### src/rtl/seg_capture_if.sv
// rtl/seg_capture_if.sv - decoded-digit output stream between seg_capture and its consumer
interface seg_capture_if;
  logic       out_valid;
  logic       out_ready;
  logic [3:0] out_nibble;
  logic       out_err;
  logic [6:0] out_raw;

  modport master (
    output out_valid,
    output out_nibble,
    output out_err,
    output out_raw,
    input  out_ready
  );

  modport slave (
    input  out_valid,
    input  out_nibble,
    input  out_err,
    input  out_raw,
    output out_ready
  );
endinterface

### src/rtl/seg_capture.sv
// rtl/seg_capture.sv - seven-segment observer: debounce, decode, dedupe and queue digits
module seg_capture #(
  parameter int STABLE_CYCLES = 4,
  parameter int FIFO_DEPTH    = 8
) (
  input  logic          clk,
  input  logic          rst,
  input  logic [6:0]    segments,
  seg_capture_if.master out,
  output logic [4:0]    count,
  output logic          overflow
);

  localparam int         AW         = (FIFO_DEPTH > 1) ? $clog2(FIFO_DEPTH) : 1;
  localparam logic [3:0] STABLE_MAX = 4'(STABLE_CYCLES);
  localparam logic [3:0] STABLE_PRE = 4'(STABLE_CYCLES - 1);
  localparam logic [4:0] DEPTH      = 5'(FIFO_DEPTH);

  typedef struct packed {
    logic [6:0] raw;
    logic       err;
    logic [3:0] nibble;
  } entry_t;

  // sample_q is the registered previous sample; the incoming pattern is only
  // ever compared against it, so nothing on the output side sees segments
  // without passing through a register.
  logic [6:0]    sample_q;
  logic [6:0]    last_q, last_d;
  logic [3:0]    stab_q, stab_d;
  logic [AW-1:0] wr_q, wr_d;
  logic [AW-1:0] rd_q, rd_d;
  logic [4:0]    count_q, count_d;
  logic          ovf_q, ovf_d;
  entry_t        mem_q [FIFO_DEPTH];

  entry_t        head;
  entry_t        new_entry;
  logic          same;
  logic          accept;
  logic          push_req;
  logic          pop;
  logic          full;
  logic          push;
  logic          drop;
  logic [3:0]    dec_nib;
  logic          dec_ok;

  // Hex decode of the pattern being accepted; anything off the table is an error entry.
  always_comb begin
    dec_ok  = 1'b1;
    dec_nib = 4'h0;
    case (segments)
      7'h3F:   dec_nib = 4'h0;
      7'h06:   dec_nib = 4'h1;
      7'h5B:   dec_nib = 4'h2;
      7'h4F:   dec_nib = 4'h3;
      7'h66:   dec_nib = 4'h4;
      7'h6D:   dec_nib = 4'h5;
      7'h7D:   dec_nib = 4'h6;
      7'h07:   dec_nib = 4'h7;
      7'h7F:   dec_nib = 4'h8;
      7'h6F:   dec_nib = 4'h9;
      7'h77:   dec_nib = 4'hA;
      7'h7C:   dec_nib = 4'hB;
      7'h39:   dec_nib = 4'hC;
      7'h5E:   dec_nib = 4'hD;
      7'h79:   dec_nib = 4'hE;
      7'h71:   dec_nib = 4'hF;
      default: dec_ok  = 1'b0;
    endcase
  end

  // Stability tracking, dedupe against the last accepted pattern, and FIFO bookkeeping.
  always_comb begin
    same = (segments == sample_q);

    // Acceptance fires on the single transition into saturation, so a long
    // stable run produces exactly one accept.
    accept = same && (stab_q == STABLE_PRE);
    if (!same) begin
      stab_d = 4'd0;
    end else if (stab_q == STABLE_MAX) begin
      stab_d = stab_q;
    end else begin
      stab_d = stab_q + 4'd1;
    end

    // Blank is remembered as last-accepted so the same digit can reappear
    // after the display goes dark.
    push_req = accept && (segments != 7'h00) && (segments != last_q);
    last_d   = accept ? segments : last_q;

    full = (count_q == DEPTH);
    pop  = (count_q != 5'd0) && out.out_ready;
    push = push_req && (!full || pop);
    drop = push_req && full && !pop;

    wr_d    = push ? wr_q + AW'(1) : wr_q;
    rd_d    = pop  ? rd_q + AW'(1) : rd_q;
    count_d = count_q + 5'(push) - 5'(pop);
    ovf_d   = ovf_q | drop;

    new_entry.raw    = segments;
    new_entry.err    = !dec_ok;
    new_entry.nibble = dec_ok ? dec_nib : 4'h0;
  end

  // State update; storage cells are not reset since count_q gates their visibility.
  always_ff @(posedge clk) begin
    if (rst) begin
      sample_q <= 7'h00;
      last_q   <= 7'h00;
      stab_q   <= 4'd0;
      wr_q     <= '0;
      rd_q     <= '0;
      count_q  <= 5'd0;
      ovf_q    <= 1'b0;
    end else begin
      sample_q <= segments;
      last_q   <= last_d;
      stab_q   <= stab_d;
      wr_q     <= wr_d;
      rd_q     <= rd_d;
      count_q  <= count_d;
      ovf_q    <= ovf_d;
      if (push) begin
        mem_q[wr_q] <= new_entry;
      end
    end
  end

  assign head           = mem_q[rd_q];
  assign out.out_valid  = (count_q != 5'd0);
  assign out.out_raw    = out.out_valid ? head.raw    : 7'h00;
  assign out.out_err    = out.out_valid ? head.err    : 1'b0;
  assign out.out_nibble = out.out_valid ? head.nibble : 4'h0;
  assign count          = count_q;
  assign overflow       = ovf_q;

endmodule

### src/flat_wrapper.sv
// flat-port wrapper written by rule: the top's interface ports become plain ports
module seg_capture_flat 
#(
  parameter int STABLE_CYCLES = 4,
  parameter int FIFO_DEPTH    = 8
)
  (clk, rst, segments, count, overflow, out_out_valid, out_out_nibble, out_out_err, out_out_raw, out_out_ready);
  seg_capture_if out_i ();
  input  logic clk;
  input  logic rst;
  input  logic [6:0] segments;
  output logic [4:0] count;
  output logic overflow;
  output wire logic [$bits(out_i.out_valid)-1:0] out_out_valid;
  output wire logic [$bits(out_i.out_nibble)-1:0] out_out_nibble;
  output wire logic [$bits(out_i.out_err)-1:0] out_out_err;
  output wire logic [$bits(out_i.out_raw)-1:0] out_out_raw;
  input wire logic [$bits(out_i.out_ready)-1:0] out_out_ready;
  assign out_out_valid = out_i.out_valid;
  assign out_out_nibble = out_i.out_nibble;
  assign out_out_err = out_i.out_err;
  assign out_out_raw = out_i.out_raw;
  assign out_i.out_ready = out_out_ready;
  seg_capture #(.STABLE_CYCLES(STABLE_CYCLES), .FIFO_DEPTH(FIFO_DEPTH)) u_core (.clk(clk), .rst(rst), .segments(segments), .out(out_i), .count(count), .overflow(overflow));
endmodule
### config.mk
export PLATFORM = sky130hd
export DESIGN_NAME = seg_capture_flat
export DESIGN_NICKNAME = d
export VERILOG_FILES = /design/src/rtl/seg_capture_if.sv /design/src/rtl/seg_capture.sv /design/src/flat_wrapper.sv
export SDC_FILE = /design/constraint.sdc
export NUM_CORES = 1
export LEC_CHECK = 0
export CAP_MARGIN = 10
export CORE_MARGIN = 1.5
export CORE_UTILIZATION = 35
export DETAILED_ROUTE_END_ITERATION = 10
export DONT_BUFFER_PORTS = 1
export PLACE_DENSITY = 0.47
export REMOVE_ABC_BUFFERS = 1
export SETUP_SLACK_MARGIN = 0.2
export SYNTH_ARGS = -nofsm -noshare
export SYNTH_HDL_FRONTEND = slang
export SYNTH_SLANG_ARGS = --single-unit
### constraint.sdc
create_clock -name clk -period 3.6 [get_ports clk]
set_clock_uncertainty 0.1 [all_clocks]
set_input_delay 0.36 -clock clk [delete_from_list [all_inputs] [get_ports clk]]
set_output_delay 0.36 -clock clk [all_outputs]
set_load 0.05 [all_outputs]
## After elaboration in Yosys (flattened, before gate mapping)

Memories as Yosys holds them, arrays and structs flattened. A register that Yosys moved wholly into a read port is not among the register bits.
Index checks and enable logic that the tools add are counted.

- Bits in registers: 30
- Memories: 1
- Memory bits (writable): 96

- Reduce and logical (&&, ||, !) cells: 15
- Add/sub/neg operators: 5
- Equality and inequality tests: 21
- Bitwise gates (word level): 2
- Muxes and demuxes: 11

Memories:

| name | depth | bits a word | rd ports | clocked after memory_dff | write ports | RTL line | text |
|---|---|---|---|---|---|---|---|
| u_core.mem_q | 8 | 12 | 1 | 1 | 1 | seg_capture.sv:35 | `entry_t mem_q [FIFO_DEPTH];` |

Operator list:

| operator | count |
|---|---|
| $eq 7x7->1 const B | 12 |
| $pmux 4 s15 | 1 |
| $reduce_or 16->1 | 1 |
| $eq 7x3->1 const B | 2 |
| $eq 7x6->1 const B | 2 |
| $mux 4 | 2 |
| $eq 7x7->1 | 1 |
| $logic_and 1x1->1 | 7 |
| $mux 7 | 1 |
| $ne 7x7->1 | 1 |
| $reduce_bool 7->1 | 1 |
| $add 3x1->3 const B | 2 |
| $mux 3 | 2 |
| $add 5x1->5 | 1 |
| $eq 5x4->1 const B | 1 |
| $mux 1 | 5 |
| $reduce_bool 5->1 | 1 |
| $sub 5x1->5 | 1 |
| $add 4x1->4 const B | 1 |
| $eq 4x2->1 const B | 1 |
| $eq 4x3->1 const B | 1 |
| $logic_not 1->1 | 3 |
| $reduce_or 2->1 | 1 |
| $logic_or 1x1->1 | 1 |
| 2 further kinds | 2 |

## Depth between registers and ports, before layout

- Depth in word-level cells: 8
- Depth in mapped cells: 16
- Depth with buffers taken out: 16

## Worst setup path after synthesis

Ideal clock, no wire load.

- Kind: register to register
- Start: register u_core.count_q[2], in the netlist u_core.count[2]
- End: memory u_core.mem_q[4][0] (netlist bit), enable pin
- Arrival time: 3.080 ns
- Path buffers: 0
- Stages on the path, launching flop included: 8
- Path slack: 0.008 ns
- Required time: 3.088 ns
- Setup time: 0.412 ns
- Path through: dfxtp_1 > inv_1 > ha_1 > nand2b_1 > and3_1 > a211oi_4 > nand3_1 > nor4_1

- Longest elaborated chain between the ends: 7
- Elaborated cells on any way between the ends: 9

Ends and longest elaborated chain:

| element | RTL line | text |
|---|---|---|
| start: declaration | seg_capture.sv:33 | `logic [4:0] count_q, count_d;` |
| start signal: assignment | seg_capture.sv:125 | `count_q <= count_d;` |
| $eq 5x4->1 / $reduce_bool 5->1 (equally long branches) | seg_capture.sv:94, seg_capture.sv:95 |  |
| $logic_not 1->1 / $logic_and 1x1->1 (equally long branches) | seg_capture.sv:96, seg_capture.sv:95 |  |
| $logic_or 1x1->1 * | seg_capture.sv:96 | `push = push_req && (!full \|\| pop);` |
| $logic_and 1x1->1 * | seg_capture.sv:96 |  |
| $mux 1 * | seg_capture.sv:127 | `if (push) begin` |
| $mux 1 * | seg_capture.sv:111 | `if (rst) begin` |
| $mux 1 (not written as such) * | seg_capture.sv:128 | `mem_q[wr_q] <= new_entry;` |
| end: declaration | seg_capture.sv:35 |  |

Mark *: on every way between the ends. The rest lies on a longest branch, timed or not.

## Final worst setup path

- Start: register u_core.count_q[2], in the netlist u_core.count[2]
- End: register u_core.count_q[4], in the netlist u_core.count[4]

- Longest elaborated chain between the ends: 6
- Elaborated cells on any way between the ends: 8

Ends and longest elaborated chain:

| element | RTL line | text |
|---|---|---|
| $eq 5x4->1 / $reduce_bool 5->1 (equally long branches) | seg_capture.sv:94, seg_capture.sv:95 |  |
| $logic_not 1->1 / $logic_and 1x1->1 (equally long branches) | seg_capture.sv:96, seg_capture.sv:95 |  |
| $logic_or 1x1->1 | seg_capture.sv:96 |  |
| $logic_and 1x1->1 | seg_capture.sv:96 |  |
| $add 5x1->5 | seg_capture.sv:101 | `count_d = count_q + 5'(push) - 5'(pop);` |
| $sub 5x1->5 * | seg_capture.sv:101 |  |

Marked as above.
A chain may end at the register's enable or synchronous reset.

==> results.yml <==
cts:
  postCtsSetupBuffers: 0
  htree_levels: 4
  clk_pin_slew_ns: 0.05
  cts_max_path_buffers: 2
  cts_buffers: 17
  clock_latency_ns: 0.41
  cts_root_buf: "clkbuf_16"
  cts_tree: "yes"
  clock_sinks: 129
synthesis:
  syn_avg_cell_area_um2: 14.9
  ys_types: 53
  syn_area_mm2: 0.00568
  synthFlopType: "edfxtp_1"
  yosysWarnings: 0
  async_flop_share_pct: 0
  syn_inst: 382
  ys_seq_area_share_pct: 62.4
  synth_edf_count: 96
  synth-seq-cells: 129
placed_design:
  place_worst_setup_slack_ns: 0.784
  globalplace.congestion: 0.724
  io_buffers: 0
  dp_hpwl_um: 6740
min_path:
  hp-start: "out_out_ready"
  min_path_type: "input pin to register"
  hold_end: "u_core.rd_q[1]$_SDFFE_PP0P_"
  hold-path-cell-count: 2
global_routing:
  overflow: 0
  grt_pass1_vias: 3129
  grt_antenna_before_repair: 0
  grt_pass1_wl_um: 18500
  grt_use_total_pct: 15.4
  grt_start_max_net_pins: 28
routing:
  post_drt_via_cell_ratio: 4.91
  ant_nets: 0
  num_vias: 3164
  wl_per_cell_um: 18.4
  dr.pass1.iters: 4
  drtIter0Drc: 243
  drcViolationCount: 0
  drt-total-wl_um: 11900
worst_setup_path:
  crit_arrival_ns: 3.05
  required_ns: 3.75
  rrSetupSlack_ns: 0.70
  cp-end-kind: "register"
  worstPathMaxFanout: 7
  r2r-end: "u_core.count[4]$_SDFF_PP0_"
  rr_worst_depth: 15
  critPathKind: "register to register"
  crit_path_start_kind: "register"
  reg2reg_from: "u_core.count[2]$_SDFF_PP0_"
power:
  p_leak_uw: 0.00225
  power.switching_uw: 1550
  ir_drop_mv: 0.507
  p_int_uw: 3190
  clkPwrFrac_pct: 33.6
  swShare_pct: 32.6
  seqPwrFrac_pct: 35.3
  p_comb_share_pct: 31.1
  power_density_mw_per_mm2: 707
sta:
  min_period_over_period_pct: 80.6
  hold_violations: 0
  fin_tns_setup_ns: 0
  maxSlewViolCount: 0
  period_minus_slack_ns: 2.90
  rsz0062_at_grt: "false"
  setup_viol: 0
  fmax_ghz: 0.345
  tightest_slew_ns: 1.07
  max_slew_margin_pct: 28.5
  fin_ws_ns: 0.700
status:
  outcome: "complete, no violations"
floorplan:
  ios: 29
  coreArea_mm2: 0.0159
  start_util_pct: 35.7
  dieWidth_um: 130
  die-area_mm2: 0.0170
  rows: 46
  die_h_um: 130
job:
  cap_viol_max_count: 0
final_layout:
  num_antenna_cells: 0
  layout_commonest_cell: "edfxtp_1"
  final_cell_mix: "edfxtp_1 (96), nor2_1 (40), dfxtp_1 (33), buf_4 (29), mux4_2 (24)"
  fillers: 1489
  final_nets: 439
  area_growth_pct: 18.1
  drive_gt1_share_pct: 22.4
layer usage:
| layer | up-vias | part of all wire [%] | GRT usage (%) |
|---|---|---|---|
| met5 | - | 0 | 0 |
| met4 | 0 | 0.67 | 5.49 |
| met3 | 6 | 5.0 | 4.26 |
| met2 | 65 | 47 | 23.6 |
| met1 | 1587 | 48 | 21.2 |
| li1 | 1506 | - | - |
metrics by stage:
stage / util (%) / instances / instance area, µm² / power [µW] / hold WS [ns]
after floorplan: - / 361 / 5570 / 2770 / 0.322
after global placement: 38.2 / 606 / 6070 / 3170 / 0.332
after detailed placement: 38.2 / 606 / 6070 / 3170 / 0.331
after CTS: 42.2 / 645 / 6700 / 4810 / 0.0299
after global routing: 42.2 / 645 / 6700 / 4960 / 0.0407
final: 42.2 / 645 / 6700 / 4740 / 0.0501
worst max-delay path by stage:
stage	from	end	slack (ns)	depth (start not counted)
6_report	u_core.count[2]$_SDFF_PP0_	u_core.count[4]$_SDFF_PP0_	0.70	15
2_1_floorplan	u_core.count[2]$_SDFF_PP0_	u_core.mem_q[4][0]$_DFFE_PP_	0.008	7
4_1_cts	u_core.count[2]$_SDFF_PP0_	u_core.count[4]$_SDFF_PP0_	0.70	15
3_3_place_gp	segments[3]	u_core.count[4]$_SDFF_PP0_	0.86	13
5_1_grt	u_core.count[2]$_SDFF_PP0_	u_core.count[4]$_SDFF_PP0_	0.47	15
3_5_place_dp	segments[3]	u_core.count[4]$_SDFF_PP0_	0.78	13
state kept, by name, indices dropped and copies added, names as in the netlist, named ones only:
signal / flops
u_core.sample_q: 7
u_core.stab_q: 4
u_core.overflow: 1
u_core.mem_q: 96
u_core.wr_q: 3
u_core.last_q: 7
u_core.count: 5
u_core.rd_q: 3
repair_timing:
| action | in CTS | in global routing |
|---|---|---|
| hold buffers | 8 | 0 |
| endpoints found under the hold margin | 85 | 0 |
| gates resized for setup | 0 | 0 |
| endpoints found under the setup margin | 0 | 0 |
cell type report:
class / instances / area (µm²) / share of cell area (%)
clock inverter: 11 / 116 / 1.74
inverter: 17 / 63.8 / 0.952
multi-input combinational: 215 / 1970 / 29.4
clock buffer: 20 / 437 / 6.52
timing repair buffer: 37 / 298 / 4.44
tap: 216 / 270 / 4.03
sequential: 129 / 3540 / 52.9
kinds of logic (layout without fill, tap and decap cells):
logic type | count (synthesis) | after routing | share of synthesized area, %
compound gates | 35 | 35 | 4.19
simple gates | 104 | 104 | 10.5
fa+ha+maj | 12 | 12 | 2.78
buf+inv | 38 | 85 | 3.00
flops | 129 | 129 | 62.4
mux | 44 | 44 | 13.1
xor+xnor | 20 | 20 | 4.01
cell usage after synthesis, types with 2 or more instances:
library cell	n	area, µm²
ha_1	11	138
clkbuf_1	12	45.0
nor4_1	3	18.8
nor3_1	6	30.0
a21oi_1	8	40.0
nand3b_1	2	15.0
a21o_1	3	22.5
buf_6	3	33.8
or3_1	3	18.8
edfxtp_1	96	2880
nor3b_1	2	15.0
xnor2_4	2	55.1
and4_1	2	17.5
nand3_1	7	35.0
o21ai_0	8	40.0
nand4_1	4	25.0
nor4_4	3	63.8
xnor2_1	4	35.0
buf_2	4	20.0
xnor2_2	2	32.5
a31oi_1	3	18.8
and3_1	2	12.5
mux2i_1	20	200
o22ai_1	2	12.5
nand2b_1	3	18.8
mux4_2	24	541
nor2_1	40	150
inv_1	16	60.1
buf_1	2	7.51
xor2_1	12	105
nand2_1	10	37.5
and2_1	2	12.5
dfxtp_1	33	661
nor2b_1	9	56.3
worst max-delay path: stages (launching register included):
cell and delay, ns:
dfxtp_1 0.32, inv_1 0.07, ha_1 0.21, nand2b_1 0.13, and3_1 0.23, a211oi_4 0.34, nand2_1 0.15, inv_2 0.10
ha_1 0.18, inv_1 0.06, fa_1 0.41, inv_1 0.08, a21oi_1 0.06, nor2_1 0.11, or3_1 0.12, a21oi_1 0.05
power groups by stage:
stage | Clock [µW] | Combinational [µW] | Sequential, µW
floorplan | 0 | 910 | 1860
finish | 1590 | 1470 | 1670
global placement | 0 | 1470 | 1700
CTS | 1630 | 1510 | 1670
detailed placement | 0 | 1470 | 1700
global route | 1690 | 1600 | 1670
(Power assumes the default switching activity.)
